**config.mk**
```make
export PLATFORM = sky130hd
export DESIGN_NAME = rps_match_ctrl
export DESIGN_NICKNAME = d
export VERILOG_FILES = /design/src/rtl/rps_match_ctrl.sv
export SDC_FILE = /design/constraint.sdc
export NUM_CORES = 1
export LEC_CHECK = 0
export BUFFER_PORTS_ARGS = -buffer_cell sky130_fd_sc_hd__buf_4
export CORE_AREA = 3 3 67 69
export CTS_CLUSTER_SIZE = 25
export DETAILED_ROUTE_END_ITERATION = 10
export DIE_AREA = 0 0 70 72
export PLACE_DENSITY_LB_ADDON = 0.25
export RECOVER_POWER = 100
export SYNTH_ARGS = -nofsm -noshare
export SYNTH_HDL_FRONTEND = slang
export SYNTH_SLANG_ARGS = --single-unit
export TNS_END_PERCENT = 100
```
**constraint.sdc**
```tcl
create_clock -name clk -period 5.4 [get_ports clk]
set_input_delay 0.54 -clock clk [delete_from_list [all_inputs] [get_ports clk]]
set_output_delay 0.54 -clock clk [all_outputs]
set_load 0.01 [all_outputs]
```
**src/rtl/rps_match_ctrl.sv**
```systemverilog
// First-to-WIN_TARGET stone-paper-scissors match controller with scores, round limit and winner.
// Optional round history shift register enabled by defining RPS_HISTORY_EN.
module rps_match_ctrl #(
  parameter int WIN_TARGET = 3,
  parameter int SCORE_W    = 4,
  parameter int MAX_ROUNDS = 15,
  parameter int RND_W      = 5
) (
  input  logic               clk,
  input  logic               rst_n,
  input  logic               ena,
  input  logic [1:0]         p1_move,
  input  logic [1:0]         p2_move,
  input  logic               start,
  input  logic               clear,
  output logic [1:0]         round_result,
  output logic               result_valid,
  output logic [SCORE_W-1:0] p1_score,
  output logic [SCORE_W-1:0] p2_score,
  output logic [RND_W-1:0]   round_count,
  output logic               match_over,
  output logic [1:0]         match_winner,
  output logic [7:0]         history
);

  typedef enum logic [1:0] {
    ST_IDLE = 2'b00,
    ST_EVAL = 2'b01,
    ST_DONE = 2'b10
  } state_t;

  localparam logic [SCORE_W-1:0] SCORE_ONE  = SCORE_W'(1);
  localparam logic [SCORE_W-1:0] SCORE_WIN  = SCORE_W'(WIN_TARGET);
  localparam logic [RND_W-1:0]   RND_ONE    = RND_W'(1);
  localparam logic [RND_W-1:0]   RND_LIMIT  = RND_W'(MAX_ROUNDS);

  // Encoding: 00 stone, 01 paper, 10 scissors; each move beats the one "below" it cyclically.
  function automatic logic [1:0] judge(input logic [1:0] a, input logic [1:0] b);
    logic [1:0] r;
    if ((a == 2'b11) || (b == 2'b11)) begin
      r = 2'b11;
    end else if (a == b) begin
      r = 2'b00;
    end else if (((a == 2'b00) && (b == 2'b10)) ||
                 ((a == 2'b01) && (b == 2'b00)) ||
                 ((a == 2'b10) && (b == 2'b01))) begin
      r = 2'b01;
    end else begin
      r = 2'b10;
    end
    return r;
  endfunction

  state_t             state_r, state_nxt_s;
  logic               start_q_r;
  logic [1:0]         p1_mv_r, p1_mv_nxt_s, p2_mv_r, p2_mv_nxt_s;
  logic [1:0]         round_result_r, round_result_nxt_s;
  logic               result_valid_r, result_valid_nxt_s;
  logic [SCORE_W-1:0] p1_score_r, p1_score_nxt_s, p2_score_r, p2_score_nxt_s;
  logic [SCORE_W-1:0] p1_upd_s, p2_upd_s;
  logic [RND_W-1:0]   round_count_r, round_count_nxt_s, rc_upd_s;
  logic               match_over_r, match_over_nxt_s;
  logic [1:0]         match_winner_r, match_winner_nxt_s;
  logic [1:0]         res_s;
  logic               start_edge_s;
  logic               done_s;

  assign start_edge_s = start & ~start_q_r;
  assign res_s        = judge(p1_mv_r, p2_mv_r);

  // Counter values as they would be after judging the captured round.
  always_comb begin
    p1_upd_s = p1_score_r;
    p2_upd_s = p2_score_r;
    rc_upd_s = round_count_r;
    case (res_s)
      2'b01: begin
        p1_upd_s = p1_score_r + SCORE_ONE;
        rc_upd_s = round_count_r + RND_ONE;
      end
      2'b10: begin
        p2_upd_s = p2_score_r + SCORE_ONE;
        rc_upd_s = round_count_r + RND_ONE;
      end
      2'b00: rc_upd_s = round_count_r + RND_ONE;
      default: rc_upd_s = round_count_r;
    endcase
    done_s = (p1_upd_s == SCORE_WIN) || (p2_upd_s == SCORE_WIN) || (rc_upd_s == RND_LIMIT);
  end

  // Next-state and next registered-output logic.
  always_comb begin
    state_nxt_s        = state_r;
    p1_mv_nxt_s        = p1_mv_r;
    p2_mv_nxt_s        = p2_mv_r;
    round_result_nxt_s = round_result_r;
    result_valid_nxt_s = 1'b0;
    p1_score_nxt_s     = p1_score_r;
    p2_score_nxt_s     = p2_score_r;
    round_count_nxt_s  = round_count_r;
    match_over_nxt_s   = match_over_r;
    match_winner_nxt_s = match_winner_r;
    if (clear) begin
      state_nxt_s        = ST_IDLE;
      round_result_nxt_s = 2'b00;
      p1_score_nxt_s     = {SCORE_W{1'b0}};
      p2_score_nxt_s     = {SCORE_W{1'b0}};
      round_count_nxt_s  = {RND_W{1'b0}};
      match_over_nxt_s   = 1'b0;
      match_winner_nxt_s = 2'b00;
    end else begin
      case (state_r)
        ST_IDLE: begin
          if (start_edge_s) begin
            p1_mv_nxt_s = p1_move;
            p2_mv_nxt_s = p2_move;
            state_nxt_s = ST_EVAL;
          end else begin
            state_nxt_s = ST_IDLE;
          end
        end
        ST_EVAL: begin
          round_result_nxt_s = res_s;
          result_valid_nxt_s = 1'b1;
          p1_score_nxt_s     = p1_upd_s;
          p2_score_nxt_s     = p2_upd_s;
          round_count_nxt_s  = rc_upd_s;
          if (done_s) begin
            state_nxt_s      = ST_DONE;
            match_over_nxt_s = 1'b1;
            // Target score decides first; at the round limit the higher score wins.
            if (p1_upd_s == SCORE_WIN) begin
              match_winner_nxt_s = 2'b01;
            end else if (p2_upd_s == SCORE_WIN) begin
              match_winner_nxt_s = 2'b10;
            end else if (p1_upd_s > p2_upd_s) begin
              match_winner_nxt_s = 2'b01;
            end else if (p2_upd_s > p1_upd_s) begin
              match_winner_nxt_s = 2'b10;
            end else begin
              match_winner_nxt_s = 2'b00;
            end
          end else begin
            state_nxt_s = ST_IDLE;
          end
        end
        ST_DONE: state_nxt_s = ST_DONE;
        default: state_nxt_s = ST_IDLE;
      endcase
    end
  end

  // State and output registers; ena=0 freezes everything, including the start edge detector.
  always_ff @(posedge clk or negedge rst_n) begin
    if (!rst_n) begin
      state_r        <= ST_IDLE;
      start_q_r      <= 1'b0;
      p1_mv_r        <= 2'b00;
      p2_mv_r        <= 2'b00;
      round_result_r <= 2'b00;
      result_valid_r <= 1'b0;
      p1_score_r     <= {SCORE_W{1'b0}};
      p2_score_r     <= {SCORE_W{1'b0}};
      round_count_r  <= {RND_W{1'b0}};
      match_over_r   <= 1'b0;
      match_winner_r <= 2'b00;
    end else if (ena) begin
      state_r        <= state_nxt_s;
      start_q_r      <= start;
      p1_mv_r        <= p1_mv_nxt_s;
      p2_mv_r        <= p2_mv_nxt_s;
      round_result_r <= round_result_nxt_s;
      result_valid_r <= result_valid_nxt_s;
      p1_score_r     <= p1_score_nxt_s;
      p2_score_r     <= p2_score_nxt_s;
      round_count_r  <= round_count_nxt_s;
      match_over_r   <= match_over_nxt_s;
      match_winner_r <= match_winner_nxt_s;
    end
  end

  assign round_result = round_result_r;
  assign result_valid = result_valid_r;
  assign p1_score     = p1_score_r;
  assign p2_score     = p2_score_r;
  assign round_count  = round_count_r;
  assign match_over   = match_over_r;
  assign match_winner = match_winner_r;

`ifdef RPS_HISTORY_EN
  logic [7:0] history_r, history_nxt_s;

  // Newest result enters at [1:0] each time a round is reported, invalid rounds included.
  always_comb begin
    history_nxt_s = history_r;
    if (clear) begin
      history_nxt_s = 8'h00;
    end else if (state_r == ST_EVAL) begin
      history_nxt_s = {history_r[5:0], res_s};
    end else begin
      history_nxt_s = history_r;
    end
  end

  // History register.
  always_ff @(posedge clk or negedge rst_n) begin
    if (!rst_n) begin
      history_r <= 8'h00;
    end else if (ena) begin
      history_r <= history_nxt_s;
    end
  end

  assign history = history_r;
`else
  assign history = 8'h00;
`endif

endmodule

```
======== After elaboration in Yosys (flattened, before gate mapping) ========
Index checks and enable logic that the tools add are counted.
cells by class
  bitwise logic cells ..................... 3
  equal/unequal tests ..................... 14
  mux-type cells .......................... 30
  reductions and logical operators ........ 18
  $add $sub $neg .......................... 3
  magnitude comparators ................... 2
operator list
  operator                                       number
  2-to-1 mux 2 bit                               14
  2-to-1 mux 4 bit                               6
  2-to-1 mux 5 bit                               3
  == test 2 bit, second input constant           6
  adder 4 x 1 -> 4 bit, second input constant    2
  == test 2 x 1 -> 1 bit, second input constant  4
  == test 4 x 2 -> 1 bit, second input constant  2
  > comparator 4 bit                             2
  zero test 2 bit                                4
  2-to-1 mux 1 bit                               6
  case mux 2 bit (3 select lines)                1
  adder 5 x 1 -> 5 bit, second input constant    1
  == test 5 x 4 -> 1 bit, second input constant  1
  logical OR 1 bit                               5
  AND reduction 4 bit                            1
  nonzero test 2 bit                             2
  logical AND 1 bit                              3
  AND reduction 3 bit                            1
  OR reduction 3 bit                             1
  == test 2 bit                                  1
  inverter 1 bit                                 2
  AND reduction 2 bit                            1
  bitwise AND 1 bit                              1
word-level totals
  register bits after elaboration ......... 26
  word-level logic and storage cells ...... 81
  bits of input ports ..................... 9
  output and inout port bits .............. 27

======== Logic depth before layout (Yosys ltp) ========
  word-level depth ........................ 17
  gate-level depth with buffers ........... 11
  depth with buffers taken out ............ 9

======== Worst setup path before layout ========
OpenSTA, ideal clock, no wires.
  path kind ............................... register to register
  start point ............................. reg p1_mv_r[1]
  end point ............................... reg match_winner_r[1] (netlist: match_winner[1])
  slack ................................... 3.028 ns
  library setup time ...................... 0.124 ns
  stages on the path, launching flop included .. 12
  buffers on the path ..................... 2
  required time ........................... 5.276 ns
  data arrival time ....................... 2.248 ns
  cell sequence ........................... dfrtp_1 > buf_6 > nor4b_1 > or3_1 > buf_6 > nand4_1 > xnor2_1 > ha_1 > inv_1 > or3_1 > o211ai_1 > o2bb2ai_1
on the way
  word-level cells in the longest chain between the ends .. 17
  elaborated cells on any way between the ends .. 37
  those cells by class .................... order compare (2); eq/ne (9); mux (13); reduce/logical (13)
ends and longest elaborated chain
  item                                                       RTL line  source
  from (decl)                                                56        logic [1:0] p1_mv_r, p1_mv_nxt_s, p2_mv_r, p2_mv_nxt_s;
  from (signal assigned)                                     170       p1_mv_r <= p1_mv_nxt_s;
  == test 2 x 1 -> 1 bit or zero test 2 bit (tied branches)  45, 44
  logical AND 1 bit, on equally long branches                45, 44
  logical OR 1 bit                                           44        end else if (((a == 2'b00) && (b == 2'b10)) ||
  logical OR 1 bit                                           45        ((a == 2'b01) && (b == 2'b00)) ||
  2-to-1 mux 2 bit                                           44
  2-to-1 mux 2 bit                                           42        end else if (a == b) begin
  2-to-1 mux 2 bit *                                         40        if ((a == 2'b11) || (b == 2'b11)) begin
  == test 2 bit or == test 2 x 1 -> 1 bit (tied branches)    76        case (res_s)
  2-to-1 mux 4 bit                                           76
  > comparator 4 bit                                         138       end else if (p2_upd_s > p1_upd_s) begin
  2-to-1 mux 2 bit                                           138
  2-to-1 mux 2 bit                                           136       end else if (p1_upd_s > p2_upd_s) begin
  2-to-1 mux 2 bit                                           134       end else if (p2_upd_s == SCORE_WIN) begin
  2-to-1 mux 2 bit                                           132       if (p1_upd_s == SCORE_WIN) begin
  2-to-1 mux 2 bit                                           128       if (done_s) begin
  2-to-1 mux 2 bit                                           112       case (state_r)
  2-to-1 mux 2 bit                                           103       if (clear) begin
  to (signal assigned)                                       178       match_winner_r <= match_winner_nxt_s;
  to (decl)                                                  63        logic [1:0] match_winner_r, match_winner_nxt_s;
Every way passes the cells marked *; elsewhere a longest branch is shown, timed or not. The select of a mux whose other input is x is not followed.
A chain may end at the register's enable or synchronous reset.

======== Worst setup path after layout ========
Same ends and word-level chain as after synthesis.

==> qor.yml <==
arrival_ns: 2.93
fin_skew_ns: 0.006446
h-tree-depth: 1
slowest_delay_ns: 0.71
cp_num_buf_inv: 1
synth_cells: 182
path_class: "flip-flop to flip-flop"
leakagePower_nw: 0.7918
path_clk_slew_ns: 0.09
dr.first_iter.drc_count: 119
synth_top_cells_by_area: "dfrtp_1, o21ai_0, buf_4"
slew_viol_final: 16
routed_wl_um: 3777
ir_drop_uv: 198.7
overflow: 0
io_pins: 36
rsz0062_at_grt: "false"
antenna_found_initial: 0
dp_slack_ns: 2.637
ys_ff_latch: 26
async_flop_share_pct: 100.0
critPathTopFamily: "simple AND/OR/NAND/NOR gates"
crit_top_cell: "or3_1"
yosysTopAreaCellShare_pct: 36.93
yosys.area.top_type: "dfrtp_1"
clockBufferDepth: 2
swShare_pct: 38.11
ys_types: 52
antenna_cells: 0
instances_no_fill: 251
grt_pass1_vias: 1355
fin_setup_tns_ns: 0
fin_crit_ns: 2.776
synth_edf_count: 0
numCtsBuffers: 3
sequentialPowerShare_pct: 39.8
max_slew_margin_pct: -12.30
power_frac_comb_pct: 38.2
status: "complete, but fails checks"
final_nets: 216
power_uw: 712.3
clock_power_share_pct: 22.1
start_kind: "flip-flop"
fp.dieArea_sq_mm: 0.005040
drv_cap: 1
drt_pass1_iterations: 7
final_antenna_net_count: 0
rows: 23
grtUsageMet3_pct: 3.186
finalCritPeriodShare_pct: 51.41
use_met2_pct: 25.81
cts_num_sinks: 26
p_sw_uw: 271.5
dpl.cell_count: 247
grt_start_max_net_pins: 27
ctsResizeCount: 0
max_freq_mhz: 360.2
syn_avg_cell_area_sq_um: 9.680
cts_hold_buf: 0
p_int_uw: 440.9
failed_checks: "capacitance limit, slew limit"
crit_fanout: 19
hold_path_class: "primary input to flip-flop"
grt.met1_usage_pct: 21.58
yosysMostFrequentCell: "dfrtp_1"
vias: 1426
portBuffers: 27
synth_commonest_cells: "dfrtp_1, o21ai_0, nand2_1"
hold_viol: 0
tightest_slew_ns: 1.667
vias_per_cell: 5.681
die_w_um: 70
timing.final.ws_setup_ns: 2.624
cts_tree: "done"
drive_above_1_share_pct: 10.95
powerDensity_mw_per_mm2: 377.3
start_util_pct: 44.36
root_buffer: "clkbuf_8"
gp_congestion: 0.8183
fp.coreArea_sq_mm: 0.003971
fillCellCount: 401
multiInputGateArea_sq_um: 949.7
setup_viol: 0
busiest_layer: "met2"
drc: 0
cp-end-kind: "flip-flop"
area_delta_synth_final_pct: 7.173
clk_latency_ns: 0.27
worst_path_max_delay_cell: "dfrtp_1"
ys_seq_area_share_pct: 36.93
cp.required_ns: 5.55
post-dp-hpwl_um: 2782
avgRoutedWirePerCell_um: 15.05
grt_pass1_wl_um: 6534
post_cts_buffers: 0
path_cells: "nor4b_1 > or3_1 > nand4_1 > xnor2_1 > ha_1 > inv_1 > or3_1 > o211ai_1 > o2bb2ai_1"
yosysWarnings: 0
ys.flop_type: "dfrtp_1"
final-seq-area_sq_um: 650.6
syn_area_sq_mm: 0.001762
die_y_um: 72
grt_usage_pct: 15.40
## placed cells by master, fill, tap and decap left out, types with 6 or more instances in the layout
cell type / count
nor2_1: 7
mux2_2: 6
buf_4: 6
clkbuf_1: 21
inv_1: 8
nand2_1: 15
conb_1: 8
o21ai_0: 20
dfrtp_1: 26
nor4b_1: 7
## stage by stage
step | utilization [%] | area, sq um | hold slack (ns)
after floorplan | - | 1788 | 0.2444
after global placement | 48.30 | 1918 | 0.4658
after detailed placement | 48.30 | 1918 | 0.4682
after CTS | 50.09 | 1989 | 0.1714
after global routing | 47.54 | 1888 | 0.4766
final | 47.54 | 1888 | 0.4743
## metal layers
| metal | part of all wire (%) | vias to the layer above | routed length [um] |
|---|---|---|---|
| li1 | - | 688 | - |
| met1 | 45 | 685 | 1681 |
| met3 | 5.5 | 2 | 207 |
| met2 | 50 | 51 | 1878 |
| met4 | 0.26 | 0 | 10 |
| met5 | 0 | - | 0 |
## flip-flops by register name (all words and copies together) (netlist names), 2 cells and up
register / flops
state_r: 2
match_winner: 2
p2_mv_r: 2
p2_score: 4
round_count: 5
p1_mv_r: 2
p1_score: 4
round_result: 2
## layout make-up
type / count / share of cell area, %
timing repair buffer: 27 / 6.561
sequential: 26 / 34.46
multi-input combinational: 136 / 50.30
clock inverter: 1 / 1.590
tap: 50 / 3.313
inverter: 8 / 1.590
clock buffer: 3 / 2.187
## power groups by stage
| stage | clock (mW) | combinational, mW | sequential [mW] |
|---|---|---|---|
| after floorplan | 0 | 0.309 | 0.240 |
| after global placement | 0 | 0.286 | 0.286 |
| after detailed placement | 0 | 0.291 | 0.292 |
| after CTS | 0.162 | 0.292 | 0.288 |
| after global routing | 0.171 | 0.305 | 0.292 |
| final | 0.157 | 0.272 | 0.283 |
## cell families after synthesis
group | count (synthesis) | share of synthesized area, %
mux | 6 | 3.835
other cells | 1 | 0.2129
xor+xnor | 9 | 5.966
fa+ha+maj | 6 | 4.119
compound gates | 54 | 21.38
flops | 26 | 36.93
buf+inv | 27 | 9.375
simple gates | 53 | 18.18
## worst paths after layout
path | start | end | slack [ns] | cells after the start
max reg2reg | p1_mv_r[1] | match_winner[1] | 2.62 | 9
max | p1_mv_r[1] | match_winner[1] | 2.62 | 9
min | clear | state_r[1] | 0.47 | 2
max in group asynchronous | rst_n | round_count[2] | 4.00 | 1
min in group asynchronous | rst_n | p2_score[1] | 0.58 | 1
min reg2reg | match_over | match_over | 0.49 | 1
No activity file was read; power rests on OpenSTA's default activity.
